<file path="src/rtl/frame_seq_pkg.sv">
// Shared types and constants for the per-column frame strobe sequencer.
package frame_seq_pkg;

    typedef enum logic [1:0] {
        IDLE   = 2'd0,
        SETUP  = 2'd1,
        STROBE = 2'd2,
        HOLD   = 2'd3
    } seq_state_t;

    localparam int CountW = 16;

    function automatic int idx_width(input int n);
        return (n <= 1) ? 1 : $clog2(n);
    endfunction

endpackage

</file>
<file path="src/rtl/frame_strobe_sequencer_if.sv">
// Frame-write handshake between the bitstream front end and one column sequencer.
interface frame_strobe_sequencer_if #(
    parameter int IdxW            = 5,
    parameter int FrameBitsPerRow = 32
);
    logic                       cfg_valid;
    logic                       cfg_ready;
    logic [IdxW-1:0]            cfg_frame_idx;
    logic [FrameBitsPerRow-1:0] cfg_data;
    logic                       cfg_last;
    logic                       cfg_clear;

    modport master (
        output cfg_valid, cfg_frame_idx, cfg_data, cfg_last, cfg_clear,
        input  cfg_ready
    );

    modport slave (
        input  cfg_valid, cfg_frame_idx, cfg_data, cfg_last, cfg_clear,
        output cfg_ready
    );
endinterface

</file>
<file path="src/rtl/frame_strobe_decode.sv">
// Registered index-to-one-hot decoder driving the column FrameStrobe bus.
module frame_strobe_decode #(
    parameter int MaxFramesPerCol = 20,
    parameter int IdxW            = 5
) (
    input  logic                       clk,
    input  logic                       rst,
    input  logic                       en,
    input  logic [IdxW-1:0]            idx,
    output logic [MaxFramesPerCol-1:0] strobe
);
    localparam logic [IdxW:0]            MaxIdx = (IdxW+1)'(MaxFramesPerCol);
    localparam logic [MaxFramesPerCol-1:0] OneBit = MaxFramesPerCol'(1);

    always_ff @(posedge clk) begin
        if (rst) begin
            strobe <= '0;
        end else if (en && ({1'b0, idx} < MaxIdx)) begin
            strobe <= OneBit << idx;
        end else begin
            strobe <= '0;
        end
    end
endmodule

</file>
<file path="src/rtl/frame_strobe_sequencer.sv">
// Sequences configuration frames into one fabric column: SETUP, one-hot strobe, hold,
// with sticky done/error status and a saturating frame counter.
module frame_strobe_sequencer
    import frame_seq_pkg::*;
#(
    parameter int MaxFramesPerCol = 20,
    parameter int FrameBitsPerRow = 32,
    parameter int StrobeWidth     = 1,
    parameter int HoldCycles      = 1,
    parameter int IdxW            = idx_width(MaxFramesPerCol)
) (
    input  logic                       UserCLK,
    input  logic                       rst,
    frame_strobe_sequencer_if.slave    cfg,
    output logic [FrameBitsPerRow-1:0] FrameData,
    output logic [MaxFramesPerCol-1:0] FrameStrobe,
    output logic                       busy,
    output logic                       done,
    output logic                       err_idx,
    output logic [CountW-1:0]          frame_count
);
    localparam int              MaxCnt     = (StrobeWidth > HoldCycles) ? StrobeWidth : HoldCycles;
    localparam int              CntW       = idx_width(MaxCnt);
    localparam logic [IdxW:0]   MaxIdx     = (IdxW+1)'(MaxFramesPerCol);
    localparam logic [CntW-1:0] StrobeLoad = CntW'(StrobeWidth - 1);
    localparam logic [CntW-1:0] HoldLoad   = CntW'(HoldCycles - 1);

    seq_state_t        state, state_next;
    logic [CntW-1:0]   cnt, cnt_next;
    logic [IdxW-1:0]   idx_q;
    logic              last_q;
    logic              handshake, idx_ok, frame_done, strobe_en;
    logic [CountW-1:0] count_base, count_next;
    logic              done_next, err_next;

    assign cfg.cfg_ready = (state == IDLE) && !rst;
    assign handshake     = cfg.cfg_valid && cfg.cfg_ready;
    assign idx_ok        = {1'b0, cfg.cfg_frame_idx} < MaxIdx;
    assign busy          = (state != IDLE);
    assign strobe_en     = (state_next == STROBE);

    always_ff @(posedge UserCLK) begin
        if (rst) begin
            state <= IDLE;
            cnt   <= '0;
        end else begin
            state <= state_next;
            cnt   <= cnt_next;
        end
    end

    // STROBE and HOLD share one down-counter, reloaded on entry to each phase.
    always_comb begin
        state_next = state;
        cnt_next   = cnt;
        frame_done = 1'b0;
        unique case (state)
            IDLE: begin
                if (handshake && idx_ok) state_next = SETUP;
            end
            SETUP: begin
                state_next = STROBE;
                cnt_next   = StrobeLoad;
            end
            STROBE: begin
                if (cnt == '0) begin
                    state_next = HOLD;
                    cnt_next   = HoldLoad;
                end else begin
                    cnt_next = cnt - CntW'(1);
                end
            end
            HOLD: begin
                if (cnt == '0) begin
                    state_next = IDLE;
                    frame_done = 1'b1;
                end else begin
                    cnt_next = cnt - CntW'(1);
                end
            end
            default: state_next = IDLE;
        endcase
    end

    // A clear in the same cycle as an update wipes the old value first, then the update lands.
    always_comb begin
        count_base = cfg.cfg_clear ? '0 : frame_count;
        count_next = count_base;
        if (frame_done && (count_base != '1)) count_next = count_base + CountW'(1);
        done_next = (done && !cfg.cfg_clear) || (frame_done && last_q)
                  || (handshake && !idx_ok && cfg.cfg_last);
        err_next  = (err_idx && !cfg.cfg_clear) || (handshake && !idx_ok);
    end

    always_ff @(posedge UserCLK) begin
        if (rst) begin
            idx_q       <= '0;
            last_q      <= 1'b0;
            FrameData   <= '0;
            done        <= 1'b0;
            err_idx     <= 1'b0;
            frame_count <= '0;
        end else begin
            if (handshake) begin
                idx_q  <= cfg.cfg_frame_idx;
                last_q <= cfg.cfg_last;
            end
            if (state_next == IDLE) FrameData <= '0;
            else if (handshake)     FrameData <= cfg.cfg_data;
            done        <= done_next;
            err_idx     <= err_next;
            frame_count <= count_next;
        end
    end

    frame_strobe_decode #(
        .MaxFramesPerCol(MaxFramesPerCol),
        .IdxW           (IdxW)
    ) u_decode (
        .clk   (UserCLK),
        .rst   (rst),
        .en    (strobe_en),
        .idx   (idx_q),
        .strobe(FrameStrobe)
    );
endmodule

</file>
<file path="src/flat_wrapper.sv">
// flat-port wrapper written by rule: the top's interface ports become plain ports
module frame_strobe_sequencer_flat import frame_seq_pkg::*;
#(
    parameter int MaxFramesPerCol = 20,
    parameter int FrameBitsPerRow = 32,
    parameter int StrobeWidth     = 1,
    parameter int HoldCycles      = 1,
    parameter int IdxW            = idx_width(MaxFramesPerCol)
)
  (UserCLK, rst, FrameData, FrameStrobe, busy, done, err_idx, frame_count, cfg_cfg_valid, cfg_cfg_frame_idx, cfg_cfg_data, cfg_cfg_last, cfg_cfg_clear, cfg_cfg_ready);
  frame_strobe_sequencer_if #(.IdxW(IdxW), .FrameBitsPerRow(FrameBitsPerRow)) cfg_i ();
  input  logic UserCLK;
  input  logic rst;
  output logic [FrameBitsPerRow-1:0] FrameData;
  output logic [MaxFramesPerCol-1:0] FrameStrobe;
  output logic busy;
  output logic done;
  output logic err_idx;
  output logic [CountW-1:0] frame_count;
  input wire logic [$bits(cfg_i.cfg_valid)-1:0] cfg_cfg_valid;
  input wire logic [$bits(cfg_i.cfg_frame_idx)-1:0] cfg_cfg_frame_idx;
  input wire logic [$bits(cfg_i.cfg_data)-1:0] cfg_cfg_data;
  input wire logic [$bits(cfg_i.cfg_last)-1:0] cfg_cfg_last;
  input wire logic [$bits(cfg_i.cfg_clear)-1:0] cfg_cfg_clear;
  output wire logic [$bits(cfg_i.cfg_ready)-1:0] cfg_cfg_ready;
  assign cfg_i.cfg_valid = cfg_cfg_valid;
  assign cfg_i.cfg_frame_idx = cfg_cfg_frame_idx;
  assign cfg_i.cfg_data = cfg_cfg_data;
  assign cfg_i.cfg_last = cfg_cfg_last;
  assign cfg_i.cfg_clear = cfg_cfg_clear;
  assign cfg_cfg_ready = cfg_i.cfg_ready;
  frame_strobe_sequencer #(.MaxFramesPerCol(MaxFramesPerCol), .FrameBitsPerRow(FrameBitsPerRow), .StrobeWidth(StrobeWidth), .HoldCycles(HoldCycles), .IdxW(IdxW)) u_core (.UserCLK(UserCLK), .rst(rst), .cfg(cfg_i), .FrameData(FrameData), .FrameStrobe(FrameStrobe), .busy(busy), .done(done), .err_idx(err_idx), .frame_count(frame_count));
endmodule
</file>
<file path="config.mk">
export PLATFORM = sky130hd
export DESIGN_NAME = frame_strobe_sequencer_flat
export DESIGN_NICKNAME = d
export VERILOG_FILES = /design/src/rtl/frame_seq_pkg.sv /design/src/rtl/frame_strobe_sequencer_if.sv /design/src/rtl/frame_strobe_decode.sv /design/src/rtl/frame_strobe_sequencer.sv /design/src/flat_wrapper.sv
export SDC_FILE = /design/constraint.sdc
export NUM_CORES = 1
export LEC_CHECK = 0
export CORE_UTILIZATION = 44
export CTS_BUF_LIST = sky130_fd_sc_hd__clkbuf_16
export CTS_CLUSTER_DIAMETER = 80
export CTS_CLUSTER_SIZE = 40
export DETAILED_ROUTE_END_ITERATION = 12
export GPL_TIMING_DRIVEN = 0
export PLACE_DENSITY_LB_ADDON = 0.12
export REMOVE_ABC_BUFFERS = 1
export SLEW_MARGIN = 20
export SYNTH_ARGS = -nofsm -noshare
export SYNTH_HDL_FRONTEND = slang
export SYNTH_SLANG_ARGS = --single-unit
</file>
<file path="constraint.sdc">
create_clock -name UserCLK -period 2.3 [get_ports UserCLK]
set_input_delay 0.345 -clock UserCLK [delete_from_list [all_inputs] [get_ports UserCLK]]
set_output_delay 0.345 -clock UserCLK [all_outputs]
set_load 0.1 [all_outputs]
</file>
==> results.sh <==
export IMPL_ios=114
export IMPL_first_pass_iters=4
export IMPL_nets=513
export IMPL_worstReg2RegEnd="u_core.FrameData[1]$_SDFFE_PP0P_"
export IMPL_crit_required_ns=1.96
export IMPL_tightest_slew_ns=1.00
export IMPL_clock_sinks=78
export IMPL_cp_slowest_cell="clkdlybuf4s50_1"
export IMPL_drt_iter0_markers=121
export IMPL_globalRouteOverflowTotal=0
export IMPL_crit_chain="clkdlybuf4s50_1"
export IMPL_coreArea_sq_um=6490
export IMPL_syn_to_final_growth_pct=49.2
export IMPL_root_buffer="clkbuf_16"
export IMPL_yosysTopAreaCell="dfxtp_1"
export IMPL_dieArea_sq_um=7240
export IMPL_htree_num_levels=3
export IMPL_hold_start="u_core.FrameData[16]$_SDFFE_PP0P_"
export IMPL_grt_pass1_wl_um=12100
export IMPL_holdCritPathClass="reg -> reg"
export IMPL_ant_nets=0
export IMPL_core_rowCount=29
export IMPL_end_kind="output pin"
export IMPL_min_period_ns=2.25
export IMPL_setup_viol=0
export IMPL_cts_hold_buf=0
export IMPL_synth_top_cell_area_share=0.514
export IMPL_clk_pin_slew_ns=0.06
export IMPL_synth_async_reset_ratio=0
export IMPL_num_antenna_cells=0
export IMPL_grt_use_total=0.211
export IMPL_fmax_mhz=445
export IMPL_synth_area_sq_um=3040
export IMPL_vias_per_cell=5.24
export IMPL_drv_cap=0
export IMPL_critPathLaunchType="flop"
export IMPL_leakagePower_nw=1.71
export IMPL_syn_inst=358
export IMPL_insertion_delay_ns=0.33
export IMPL_cts_tree="yes"
export IMPL_r2r_slack_ns=0.15
export IMPL_drc=0
export IMPL_hpwl_um=4800
export IMPL_initial_core_util=0.468
export IMPL_drive_gt1_frac=0.0807
export IMPL_run_status="complete, no violations"
export IMPL_drv_slew=0
export IMPL_gp_congestion=0.787
export IMPL_synth_edf_count=0
export IMPL_synthFlopType="dfxtp_1"
export IMPL_grt_max_degree=33
export IMPL_period_share=0.977
export IMPL_ys_types=44
export IMPL_holdWs_ns=0.452
export IMPL_ys_seq_area_frac=0.514
export IMPL_cp_max_fo=6
export IMPL_synth_area_leaders="dfxtp_1 51%, nand2_1 11%, a21oi_1 7.6%"
export IMPL_die_h_um=85.1
export IMPL_numCtsBuffers=9
export IMPL_critPathKind="reg -> out"
export IMPL_slowest_delay_ns=1.16
export IMPL_crit_start="u_core.frame_count[9]$_SDFF_PP0_"
export IMPL_ys_ff_latch=78
export IMPL_numPortBuffers=113
export IMPL_fill_cells=550
export IMPL_total_power_mw=4.51
export IMPL_power_per_cell_area_nw_per_um2=995
export IMPL_crit_arrival_ns=1.90
export IMPL_crit_cells=1
export IMPL_cts_setup_buffers=0
export IMPL_wl_per_cell_um=13.4
export IMPL_cts_path_max_buffers=2
export IMPL_wirelength_um=7370
export IMPL_vias=2871
export IMPL_critPathCapture="frame_count[9]"
export IMPL_rsz0062_at_grt="no"
export IMPL_grt_pass1_vias=2669
export IMPL_clock_skew_ns=0.00668
export IMPL_ir_drop_v=0.000745
export IMPL_path_buf_inv=1
export IMPL_ys_warnings_count=0
export IMPL_hold_viol=0
export IMPL_antenna_found_initial=0
export IMPL_synth_avg_cell_area_sq_um=8.48
export IMPL_die_w_um=85.1
export IMPL_slew_headroom=0.329
export IMPL_reg2reg_from="u_core.state[0]$_SDFF_PP0_"
export IMPL_crit_family="buffers and inverters"
export IMPL_ff2ff_path_depth=6
[state kept, by name (all words and copies together), names as in the netlist]
register / count
u_core.FrameData: 32
u_core.u_decode.strobe: 20
u_core.frame_count: 16
u_core.idx_q: 5
u_core.state: 2
u_core.done: 1
u_core.err_idx: 1
u_core.last_q: 1
[synth_stat cells, types with 2 or more instances]
cell and n:
a211oi_1 3, a21oi_1 46, and2_1 2, and2b_2 2
and3_1 4, and4_1 3, and4b_2 3, buf_1 2
buf_2 3, clkbuf_1 14, dfxtp_1 78, ha_1 5
inv_1 8, mux2_2 2, mux2i_1 3, nand2_1 90
nand2b_1 2, nand3_1 11, nand3b_1 3, nand4_1 5
nor2_1 28, nor3_1 9, o21ai_0 2, o31ai_1 4
o41ai_1 2, or3_1 4, or4_1 3
[cell type report]
| type | instances | area [sq um] | share of cell area |
|---|---|---|---|
| inverters | 8 | 30.0 | 0.00663 |
| clock inverters | 7 | 82.6 | 0.0182 |
| clock buffers | 9 | 225 | 0.0497 |
| flip-flops and latches | 78 | 1560 | 0.345 |
| multi-input cells | 254 | 1380 | 0.305 |
| repair buffers | 115 | 1150 | 0.254 |
| well taps | 77 | 96.3 | 0.0213 |
[cell families (layout without fill, tap and decap cells)]
group	after synthesis	after routing	share of synthesized area
and+or+nand+nor	176	178	0.281
DFF	78	78	0.514
AOI/OAI and AO/OA	65	65	0.125
buffers and inverters	28	139	0.0383
muxes	6	6	0.0210
adders and majority gates	5	5	0.0206
[power by group]
part           total [mW]  leakage, nW  internal [mW]  switching (mW)
clock network        1.45        0.149          0.857           0.589
registers            1.55        0.631           1.47          0.0813
logic                1.52        0.931          0.364            1.15
[worst min path at each step]
stage	to	slack (ns)	cells past startpoint
after CTS	u_core.FrameData[9]$_SDFFE_PP0P_	0.45	2
after detailed placement	u_core.FrameData[9]$_SDFFE_PP0P_	0.45	2
after floorplan	u_core.state[1]$_SDFF_PP0_	0.41	1
final	u_core.FrameData[16]$_SDFFE_PP0P_	0.45	2
after global placement	u_core.FrameData[23]$_SDFFE_PP0P_	0.44	2
after global routing	u_core.FrameData[20]$_SDFFE_PP0P_	0.47	2
[cell usage in the layout, fill, tap and decap left out, types with 2 or more instances in the layout]
cell	instances
o41ai_1	2
dfxtp_1	78
ha_1	5
clkinv_4	2
buf_6	2
mux2i_1	3
and4b_2	3
nor2_1	28
nand3_1	11
nand2b_1	2
or3_1	4
and2_1	2
nor3_1	9
a211oi_1	3
nand2_1	90
inv_8	2
o21ai_0	2
mux2_2	2
nand3b_1	3
a21oi_1	46
clkdlybuf4s50_1	104
clkbuf_16	9
and2b_2	2
dlymetal6s2s_1	3
or4_1	3
and3_1	4
and4_1	2
clkdlybuf4s15_2	2
inv_1	8
o31ai_1	4
and3b_1	2
nand4_1	5
dlygate4sd2_1	2
[what timing repair did]
item                       4_1_cts  5_1_grt
gates cloned                     2        0
setup endpoints to repair       48       35
resized for setup               14        8
[through the flow]
stage | area, sq um | setup WS, ns | utilization | cells | TNS [ns]
4_1_cts | 4530 | 0.0130 | 0.698 | 548 | 0
3_5_place_dp | 4200 | -0.884 | 0.647 | 530 | -35.17
6_report | 4530 | 0.0523 | 0.698 | 548 | 0
2_1_floorplan | 2950 | -0.505 | - | 338 | -10.30
3_3_place_gp | 4180 | -1.56 | 0.643 | 528 | -63.19
5_1_grt | 4530 | 0.000363 | 0.698 | 548 | 0
[routing by layer]
layer / track usage / vias to the layer above / wire (um) / share of wire
met5: 0 / - / 0 / 0
met4: 0.103 / 0 / 126 / 0.017
met3: 0.0827 / 12 / 692 / 0.094
met2: 0.324 / 113 / 3280 / 0.44
met1: 0.258 / 1296 / 3270 / 0.44
li1: - / 1450 / - / -
Note: power is estimated with default switching activity, not from simulation.
